==> config.mk <==
export PLATFORM = sky130hd
export DESIGN_NAME = uart_cmd_sched
export DESIGN_NICKNAME = d
export VERILOG_FILES = /design/src/rtl/uart_cmd_sched.sv
export SDC_FILE = /design/constraint.sdc
export NUM_CORES = 1
export LEC_CHECK = 0
export ABC_AREA = 1
export BUFFER_PORTS_ARGS = -buffer_cell sky130_fd_sc_hd__buf_4
export CAP_MARGIN = 20
export CORE_MARGIN = 2
export CORE_UTILIZATION = 25
export CTS_BUF_LIST = sky130_fd_sc_hd__clkbuf_4 sky130_fd_sc_hd__clkbuf_8 sky130_fd_sc_hd__clkbuf_16
export CTS_CLUSTER_SIZE = 14
export DETAILED_ROUTE_END_ITERATION = 8
export GPL_ROUTABILITY_DRIVEN = 0
export PLACE_DENSITY = 0.4
export SLEW_MARGIN = 20
export SYNTH_ARGS = -nofsm -noshare
export SYNTH_HDL_FRONTEND = slang
export SYNTH_SLANG_ARGS = --single-unit
export TNS_END_PERCENT = 5
==> constraint.sdc <==
create_clock -name clk -period 2.14 [get_ports clk]
set_input_delay 0.428 -clock clk [delete_from_list [all_inputs] [get_ports clk]]
set_output_delay 0.428 -clock clk [all_outputs]
set_load 0.02 [all_outputs]
==> src/rtl/uart_cmd_sched.sv <==
// Command scheduler: runs one parsed UART command (WRITE/READ/NOP/DELAY) against the byte FIFO and transmitter.
// Define SCHED_TIMEOUT_EN to build in the stall watchdog that abandons a stuck WRITE/READ with err=4.
module uart_cmd_sched #(
    parameter int unsigned TICK_DIV = 50000,
    parameter int unsigned TIMEOUT  = 1000000
) (
    input  logic        clk,
    input  logic        rst_n,
    input  logic        cmd_vld,
    input  logic [7:0]  cmd,
    input  logic [15:0] len,
    input  logic [31:0] sec,
    input  logic        rok,
    input  logic [7:0]  rx_data,
    output logic        fifo_wr,
    output logic [7:0]  fifo_wdata,
    input  logic        fifo_full,
    output logic        fifo_rd,
    input  logic [7:0]  fifo_rdata,
    input  logic        fifo_empty,
    output logic        tx_start,
    output logic [7:0]  tx_data,
    input  logic        tx_busy,
    input  logic        abort,
    output logic        fifo_busy,
    output logic        fifo_done,
    output logic [2:0]  err
);
    localparam int unsigned TICK_W = (TICK_DIV > 1) ? $clog2(TICK_DIV) : 1;
    localparam logic [TICK_W-1:0] TICK_LAST = TICK_W'(TICK_DIV - 1);

    localparam logic [7:0] OP_WRITE = 8'h01;
    localparam logic [7:0] OP_READ  = 8'h02;
    localparam logic [7:0] OP_NOP   = 8'h03;
    localparam logic [7:0] OP_DELAY = 8'h05;

    localparam logic [2:0] ERR_OK       = 3'd0;
    localparam logic [2:0] ERR_OPCODE   = 3'd1;
    localparam logic [2:0] ERR_COLLIDE  = 3'd2;
    localparam logic [2:0] ERR_OVERFLOW = 3'd3;
    localparam logic [2:0] ERR_ABORT    = 3'd5;

    typedef enum logic [2:0] {
        IDLE    = 3'd0,
        WRITE   = 3'd1,
        RD_REQ  = 3'd2,
        RD_CAP  = 3'd3,
        TX_WAIT = 3'd4,
        DELAY   = 3'd5,
        DONE    = 3'd6
    } state_t;

    state_t            state, state_d;
    logic [15:0]       remain, remain_d;
    logic [31:0]       units, units_d;
    logic [TICK_W-1:0] tick, tick_d;
    logic              hold, hold_d;
    logic              wr_d, rd_d, start_d, busy_d, done_d;
    logic [7:0]        wdata_d, txd_d;
    logic [2:0]        err_d;

`ifdef SCHED_TIMEOUT_EN
    localparam int unsigned IDLE_W = $clog2(TIMEOUT + 1);
    localparam logic [2:0]  ERR_TIMEOUT = 3'd4;

    logic [IDLE_W-1:0] idle, idle_d;
    logic              stalled_c;

    // Cycles spent waiting without progress; any progress or state change clears the count.
    always_comb begin
        stalled_c = 1'b0;
        case (state)
            WRITE:   stalled_c = !rok;
            RD_REQ:  stalled_c = fifo_empty || tx_busy;
            TX_WAIT: stalled_c = hold || tx_busy;
            default: stalled_c = 1'b0;
        endcase
    end
`else
    // TIMEOUT only matters when the watchdog is built in.
    localparam int unsigned timeout_unused = TIMEOUT;
`endif

    always_ff @(posedge clk or negedge rst_n) begin
        if (!rst_n) begin
            state      <= IDLE;
            remain     <= '0;
            units      <= '0;
            tick       <= '0;
            hold       <= 1'b0;
            fifo_wr    <= 1'b0;
            fifo_wdata <= '0;
            fifo_rd    <= 1'b0;
            tx_start   <= 1'b0;
            tx_data    <= '0;
            fifo_busy  <= 1'b0;
            fifo_done  <= 1'b0;
            err        <= '0;
`ifdef SCHED_TIMEOUT_EN
            idle       <= '0;
`endif
        end else begin
            state      <= state_d;
            remain     <= remain_d;
            units      <= units_d;
            tick       <= tick_d;
            hold       <= hold_d;
            fifo_wr    <= wr_d;
            fifo_wdata <= wdata_d;
            fifo_rd    <= rd_d;
            tx_start   <= start_d;
            tx_data    <= txd_d;
            fifo_busy  <= busy_d;
            fifo_done  <= done_d;
            err        <= err_d;
`ifdef SCHED_TIMEOUT_EN
            idle       <= idle_d;
`endif
        end
    end

    always_comb begin
        state_d  = state;
        remain_d = remain;
        units_d  = units;
        tick_d   = tick;
        hold_d   = 1'b0;
        wr_d     = 1'b0;
        wdata_d  = fifo_wdata;
        rd_d     = 1'b0;
        start_d  = 1'b0;
        txd_d    = tx_data;
        err_d    = err;

        if (cmd_vld && state != IDLE) begin
            err_d = ERR_COLLIDE;
        end

        case (state)
            IDLE: begin
                if (cmd_vld) begin
                    remain_d = len;
                    err_d    = ERR_OK;
                    case (cmd)
                        OP_WRITE: state_d = (len == 16'd0) ? DONE : WRITE;
                        OP_READ:  state_d = (len == 16'd0) ? DONE : RD_REQ;
                        OP_NOP:   state_d = DONE;
                        OP_DELAY: begin
                            tick_d  = TICK_LAST;
                            units_d = sec;
                            state_d = (sec == 32'd0) ? DONE : DELAY;
                        end
                        default: begin
                            state_d = DONE;
                            err_d   = ERR_OPCODE;
                        end
                    endcase
                end
            end
            WRITE: begin
                // Last byte is written one cycle before DONE so fifo_done trails the final strobe.
                if (remain == 16'd0) begin
                    state_d = DONE;
                end else if (rok) begin
                    remain_d = remain - 16'd1;
                    if (fifo_full) begin
                        err_d = ERR_OVERFLOW;
                    end else begin
                        wr_d    = 1'b1;
                        wdata_d = rx_data;
                    end
                end
            end
            RD_REQ: begin
                if (!fifo_empty && !tx_busy) begin
                    rd_d    = 1'b1;
                    state_d = RD_CAP;
                end
            end
            RD_CAP: begin
                start_d = 1'b1;
                txd_d   = fifo_rdata;
                if (remain != 16'd0) begin
                    remain_d = remain - 16'd1;
                end
                hold_d  = 1'b1;
                state_d = TX_WAIT;
            end
            TX_WAIT: begin
                // First cycle is skipped so tx_busy has time to rise after tx_start.
                if (!hold && !tx_busy) begin
                    state_d = (remain == 16'd0) ? DONE : RD_REQ;
                end
            end
            DELAY: begin
                if (units == 32'd0) begin
                    state_d = DONE;
                end else if (tick == '0) begin
                    tick_d  = TICK_LAST;
                    units_d = units - 32'd1;
                    if (units == 32'd1) begin
                        state_d = DONE;
                    end
                end else begin
                    tick_d = tick - TICK_W'(1);
                end
            end
            DONE: begin
                state_d = IDLE;
            end
            default: begin
                state_d = IDLE;
            end
        endcase

`ifdef SCHED_TIMEOUT_EN
        idle_d = stalled_c ? idle + IDLE_W'(1) : '0;
        if (stalled_c && idle_d == IDLE_W'(TIMEOUT)) begin
            idle_d  = '0;
            state_d = DONE;
            err_d   = ERR_TIMEOUT;
        end
`endif

        // Abort beats everything in flight and suppresses any strobe about to issue.
        if (abort && state != IDLE && state != DONE) begin
            state_d = DONE;
            err_d   = ERR_ABORT;
            wr_d    = 1'b0;
            rd_d    = 1'b0;
            start_d = 1'b0;
            wdata_d = fifo_wdata;
            txd_d   = tx_data;
        end

        busy_d = (state_d != IDLE);
        done_d = (state_d == DONE);
    end
endmodule

# --- Word-level counts from Yosys, hierarchy flattened ---
# Index checks and enable logic that the tools add are counted.
# W data, S select, Z words.
word_totals:
  ff_bits: 92
  in_bits: 80
  output_inout_bits: 24
op_classes:
  add_sub_neg: 3
  n_eq_ne: 19
  muxes: 47
  bitwise: 3
  reduce_logical: 25
ops:
  columns: ["operator", "n"]
  rows:
  - ["$mux W16", 8]
  - ["$mux W32", 4]
  - ["$logic_not A32 Y1", 2]
  - ["$pmux W32 S2", 1]
  - ["$mux W3", 17]
  - ["$logic_not A16 Y1", 3]
  - ["$pmux W16 S3", 1]
  - ["$eq A32 B1 Y1 const B", 1]
  - ["$pmux W16 S2", 1]
  - ["$sub A16 B1 Y16 const B", 2]
  - ["$sub A32 B1 Y32 const B", 1]
  - ["$pmux W3 S6", 1]
  - ["$eq A8 B2 Y1 const B", 2]
  - ["$reduce_bool A16 Y1", 1]
  - ["$reduce_and A5 Y1", 3]
  - ["$ne A2 B2 Y1 const B", 6]
  - ["$mux W1", 11]
  - ["$eq A3 B3 Y1 const B", 3]
  - ["$pmux W3 S3", 1]
  - ["$reduce_bool A3 Y1", 3]
  - ["$eq A8 B1 Y1 const B", 1]
  - ["$eq A8 B3 Y1 const B", 1]
  - ["$eq A3 B2 Y1 const B", 2]
  - ["$pmux W3 S2", 1]
  - ["other kinds (12)", 20]

# --- Longest topological paths before layout ---
logic_depth:
  word_depth: 8
  mapped_depth: 13
  mapped_depth_nobuf: 13

# --- Least setup slack after synthesis ---
# No wires, ideal clock.
synth_path:
  kind: "register -> register"
  startpoint: "reg remain[0]"
  endpoint: "reg remain[12]"
  setup_ns: 0.127
  t_arrival_ns: 1.825
  t_required_ns: 2.013
  setup_slack_ns: 0.189
  path_stages_with_launch: 13
  path_buffers: 1
  cell_sequence: "dfrtp_1 -> inv_1 -> ha_1 -> inv_1 -> nor2_1 -> nand2_1 -> nor2_1 -> nand4_2 -> o21ai_2 -> inv_2 -> buf_2 -> nand2_1 -> o21ai_0"
synth_between:
  elab_chain_cells: 4
synth_lines:
  columns: ["item", "line", "source"]
  rows:
  - ["from (decl)", "54", "logic [15:0] remain, remain_d;"]
  - ["from (signal assigned)", "104", "remain <= remain_d;"]
  - ["$sub A16 B1 Y16", "165, 184", null]
  - ["$mux W16", "164", "end else if (rok) begin"]
  - ["$mux W16", "162", "if (remain == 16'd0) begin"]
  - ["$pmux W16 S3", "139", "case (state)"]
# Several ways; a longest one is shown, not always the timed one. The select of a mux whose other input is x is not followed.
# A chain may end at the register's enable or synchronous reset.

# --- Worst setup path in the final report ---
layout_path:
  startpoint: "reg units[4]"
  endpoint: "reg units[19]"
layout_between:
  elab_chain_cells: 4
layout_lines:
  columns: ["item", "line", "source"]
  rows:
  - ["from (decl)", "55", "logic [31:0] units, units_d;"]
  - ["from (signal assigned)", "105", "units <= units_d;"]
  - ["$sub A32 B1 Y32", "200", "units_d = units - 32'd1;"]
  - ["$mux W32", "198", "end else if (tick == '0) begin"]
  - ["$mux W32", "196", "if (units == 32'd0) begin"]
  - ["$pmux W32 S2", "139", null]
# Several ways; a longest one is shown, not always the timed one. The select of a mux whose other input is x is not followed.

==> flow_metrics.env <==
export IMPL_use_met1_pct=20.5
export IMPL_rsz0062_at_grt="yes"
export IMPL_setup_viol=0
export IMPL_syn_to_final_growth_pct=30.1
export IMPL_grt_max_degree=34
export IMPL_cts_root_buf="clkbuf_16"
export IMPL_worstMarginPinSlew_ps=612
export IMPL_core_um2=23300
export IMPL_worstSetupEndpointType="flop"
export IMPL_yosys_warnings=0
export IMPL_synth_area_per_cell_um2=6.68
export IMPL_min_period_over_period_pct=91.8
export IMPL_yosys_most_used_dff="dfrtp_1"
export IMPL_die_y_um=158
export IMPL_postSynthCellCount=884
export IMPL_power_density_nw_per_um2=1140
export IMPL_timing_rr_start="units[4]"
export IMPL_swShare_pct=44.3
export IMPL_post_synth_top_area_fraction_pct=39.0
export IMPL_viasPerCell=4.40
export IMPL_wire_per_inst_um=13.6
export IMPL_fillers=2553
export IMPL_antenna_found_initial=0
export IMPL_cts_buffer_depth=2
export IMPL_clock_power_share_pct=19.2
export IMPL_overflow=0
export IMPL_power_frac_comb_pct=43.6
export IMPL_fin_crit_ps=1960
export IMPL_async_reset_ff_share_pct=100
export IMPL_grt_busiest_layer="met2"
export IMPL_die_area_um2=24900
export IMPL_clk_latency_ps=360
export IMPL_hold_path_class="input pin to flop"
export IMPL_num_rows=56
export IMPL_io_pins=104
export IMPL_final_nets=1102
export IMPL_skew_ps=9.87
export IMPL_grt_pass1_vias=5878
export IMPL_hp_start="fifo_rdata[4]"
export IMPL_slew_headroom_pct=59.2
export IMPL_hold_depth=3
export IMPL_outcome="finished, final reports clean"
export IMPL_place_inst=1322
export IMPL_worstSetupPathType="flop to flop"
export IMPL_yosysSeqAreaShare_pct=39.0
export IMPL_p_int_mw=4.85
export IMPL_critPathLaunch="units[4]"
export IMPL_firstDrtPassIters=4
export IMPL_htree_num_levels=3
export IMPL_grt_use_met3_pct=1.92
export IMPL_cp_arrival_ps=2270
export IMPL_die_w_um=158
export IMPL_post_route_cells_drive_above_1_share_pct=18.7
export IMPL_drv_cap=0
export IMPL_cts_tree="done"
export IMPL_synth_seq_cells=92
export IMPL_syn_area_um2=5900
export IMPL_vias=5899
export IMPL_rr_worst_depth=10
export IMPL_instances_no_fill=1340
export IMPL_yosysTopAreaCell="dfrtp_1"
export IMPL_diodes=0
export IMPL_netlist_top_cells_area="dfrtp_1, nand2_1, nor2_1"
export IMPL_startpoint_type="flop"
export IMPL_grt_pass1_wl_um=30100
export IMPL_post_dp_hpwl_um=14000
export IMPL_drtIter0Drc=318
export IMPL_hold_viol_final=0
export IMPL_worstPathRequired_ps=2440
export IMPL_wl_um=18300
export IMPL_yosysUniqueCellTypes=41
export IMPL_ir_drop_uv=393
export IMPL_finalMaxSlewViolations=0
export IMPL_cp_max_fo=4
export IMPL_total_leakage_power_nw=3.68
export IMPL_sequentialPowerShare_pct=37.2
export IMPL_drtAntennaViolNets=0
export IMPL_port_buffers=103
export IMPL_clk_pin_slew_ps=80
export IMPL_start_util_pct=25.3
export IMPL_cts_sinks=92
export IMPL_synth_nets=970
export IMPL_whs_ps=255
export IMPL_use_met2_pct=26.0
export IMPL_drc=0
export IMPL_synth_edf_count=0
export IMPL_max_freq_mhz=509
export IMPL_grtUsageTotal_pct=15.4
export IMPL_switchingPower_mw=3.86
export IMPL_cts_inserted_buffers=9
==> layer usage <==
layer  vias to the layer above  part of all wire (%)
met2                       108                    47
met3                        18                   3.0
li1                       3094                     -
met5                         -                     0
met1                      2679                    49
met4                         0                   1.4
==> power by group through the flow <==
stage               logic, mW  registers (mW)  clock network (mW)
global placement         3.81            3.26                   0
detailed placement       3.80            3.23                   0
finish                   3.80            3.24                1.67
floorplan                2.39            3.25                   0
global route             4.36            3.36                1.79
CTS                      3.81            3.22                1.73
==> synthesized netlist by cell type (5+ instances only) <==
library cell    n
nand2_1       266
nor2_1        172
dfrtp_1        92
inv_1          84
o21ai_0        63
nand3_1        36
a21oi_1        18
nor3_1         18
o21ai_1        14
o211ai_1       13
xor2_1         13
nand4_1        12
clkbuf_1       11
xnor2_1        10
buf_2           7
ha_1            6
o31ai_1         6
or2_2           5
==> metrics by stage <==
step | setup TNS, ps | cell area (um2) | utilization [%] | power [mW] | setup slack, ps
6_report | 0 | 7680 | 32.9 | 8.72 | 175
5_1_grt | -14.0 | 7680 | 32.9 | 9.52 | -14.0
4_1_cts | 0 | 7620 | 32.7 | 8.76 | 28.6
3_5_place_dp | 0 | 7300 | 31.3 | 7.03 | 25.9
3_3_place_gp | 0 | 7300 | 31.3 | 7.07 | 101
2_1_floorplan | 0 | 5900 | - | 5.64 | 189
==> flip-flops by register name, summed over array words and instances, names as in the netlist <==
name / count
err: 3
tx_data: 8
fifo_wr: 1
hold: 1
fifo_wdata: 8
state: 3
fifo_rd: 1
tick: 16
fifo_done: 1
units: 32
tx_start: 1
remain: 16
fifo_busy: 1
==> repair_timing <==
action / 4_1_cts / 5_1_grt
endpoints found under the hold margin: 20 / 0
endpoints found under the setup margin: 0 / 68
hold buffers: 1 / 0
resized for setup: 0 / 17
buffers inserted: 0 / 1
==> layout make-up <==
class | count | area [um2] | area share, %
Multi-Input combinational cell | 682 | 3200 | 41.7
Inverter | 89 | 337 | 4.38
Tap cell | 319 | 399 | 5.20
Timing Repair Buffer | 142 | 1130 | 14.7
Clock inverter | 7 | 83.8 | 1.09
Clock buffer | 9 | 225 | 2.93
Sequential cell | 92 | 2300 | 30.0
==> cells by family (layout without fill, tap and decap cells) <==
group                      Yosys count  in the layout  share of synthesized area, %
xor gates and xnor gates            23             23                          3.41
muxes                                1              1                         0.170
AOI/OAI and AO/OA                  129            129                          12.3
DFF                                 92             92                          39.0
buffers and inverters              110            247                          7.40
adders and majority gates            6              6                          1.27
and+or+nand+nor                    523            523                          36.4
==> path summary, 6_finish.rpt <==
kind	to	slack, ps
max in group asynchronous	remain[10]	1070
min in group asynchronous	units[16]	540
max	units[19]	180
max reg2reg	units[19]	180
min	tx_data[4]	250
min reg2reg	tick[15]	490
==> cells in the final DEF, fill, tap and decap left out, drive strengths merged <==
master and instances:
a21boi 1, a21o 1, a21oi 18, a221oi 1
a31o 1, a31oi 2, buf 141, clkbuf 9
clkinv 6, dfrtp 92, dlygate4sd3 1, ha 6
inv 90, mux2i 1, nand2 267, nand2b 1
nand3 36, nand3b 3, nand4 13, nor2 177
nor3 19, nor3b 1, nor4 1, o211ai 13
o21a 3, o21ai 78, o21bai 1, o22ai 4
o31ai 6, or2 5, xnor2 10, xor2 13
==> worst max-delay path, cell delays in order, from the launching register on <==
cell and delay (ps):
dfrtp_1 410, nor2_1 180, nand4_1 170, nor2_1 240
nand2_1 130, nor2_1 290, or2_2 170, nand3_1 50
o21ai_0 110, nand2_1 80, nand2_1 60
No activity file was read; power rests on OpenSTA's default activity.
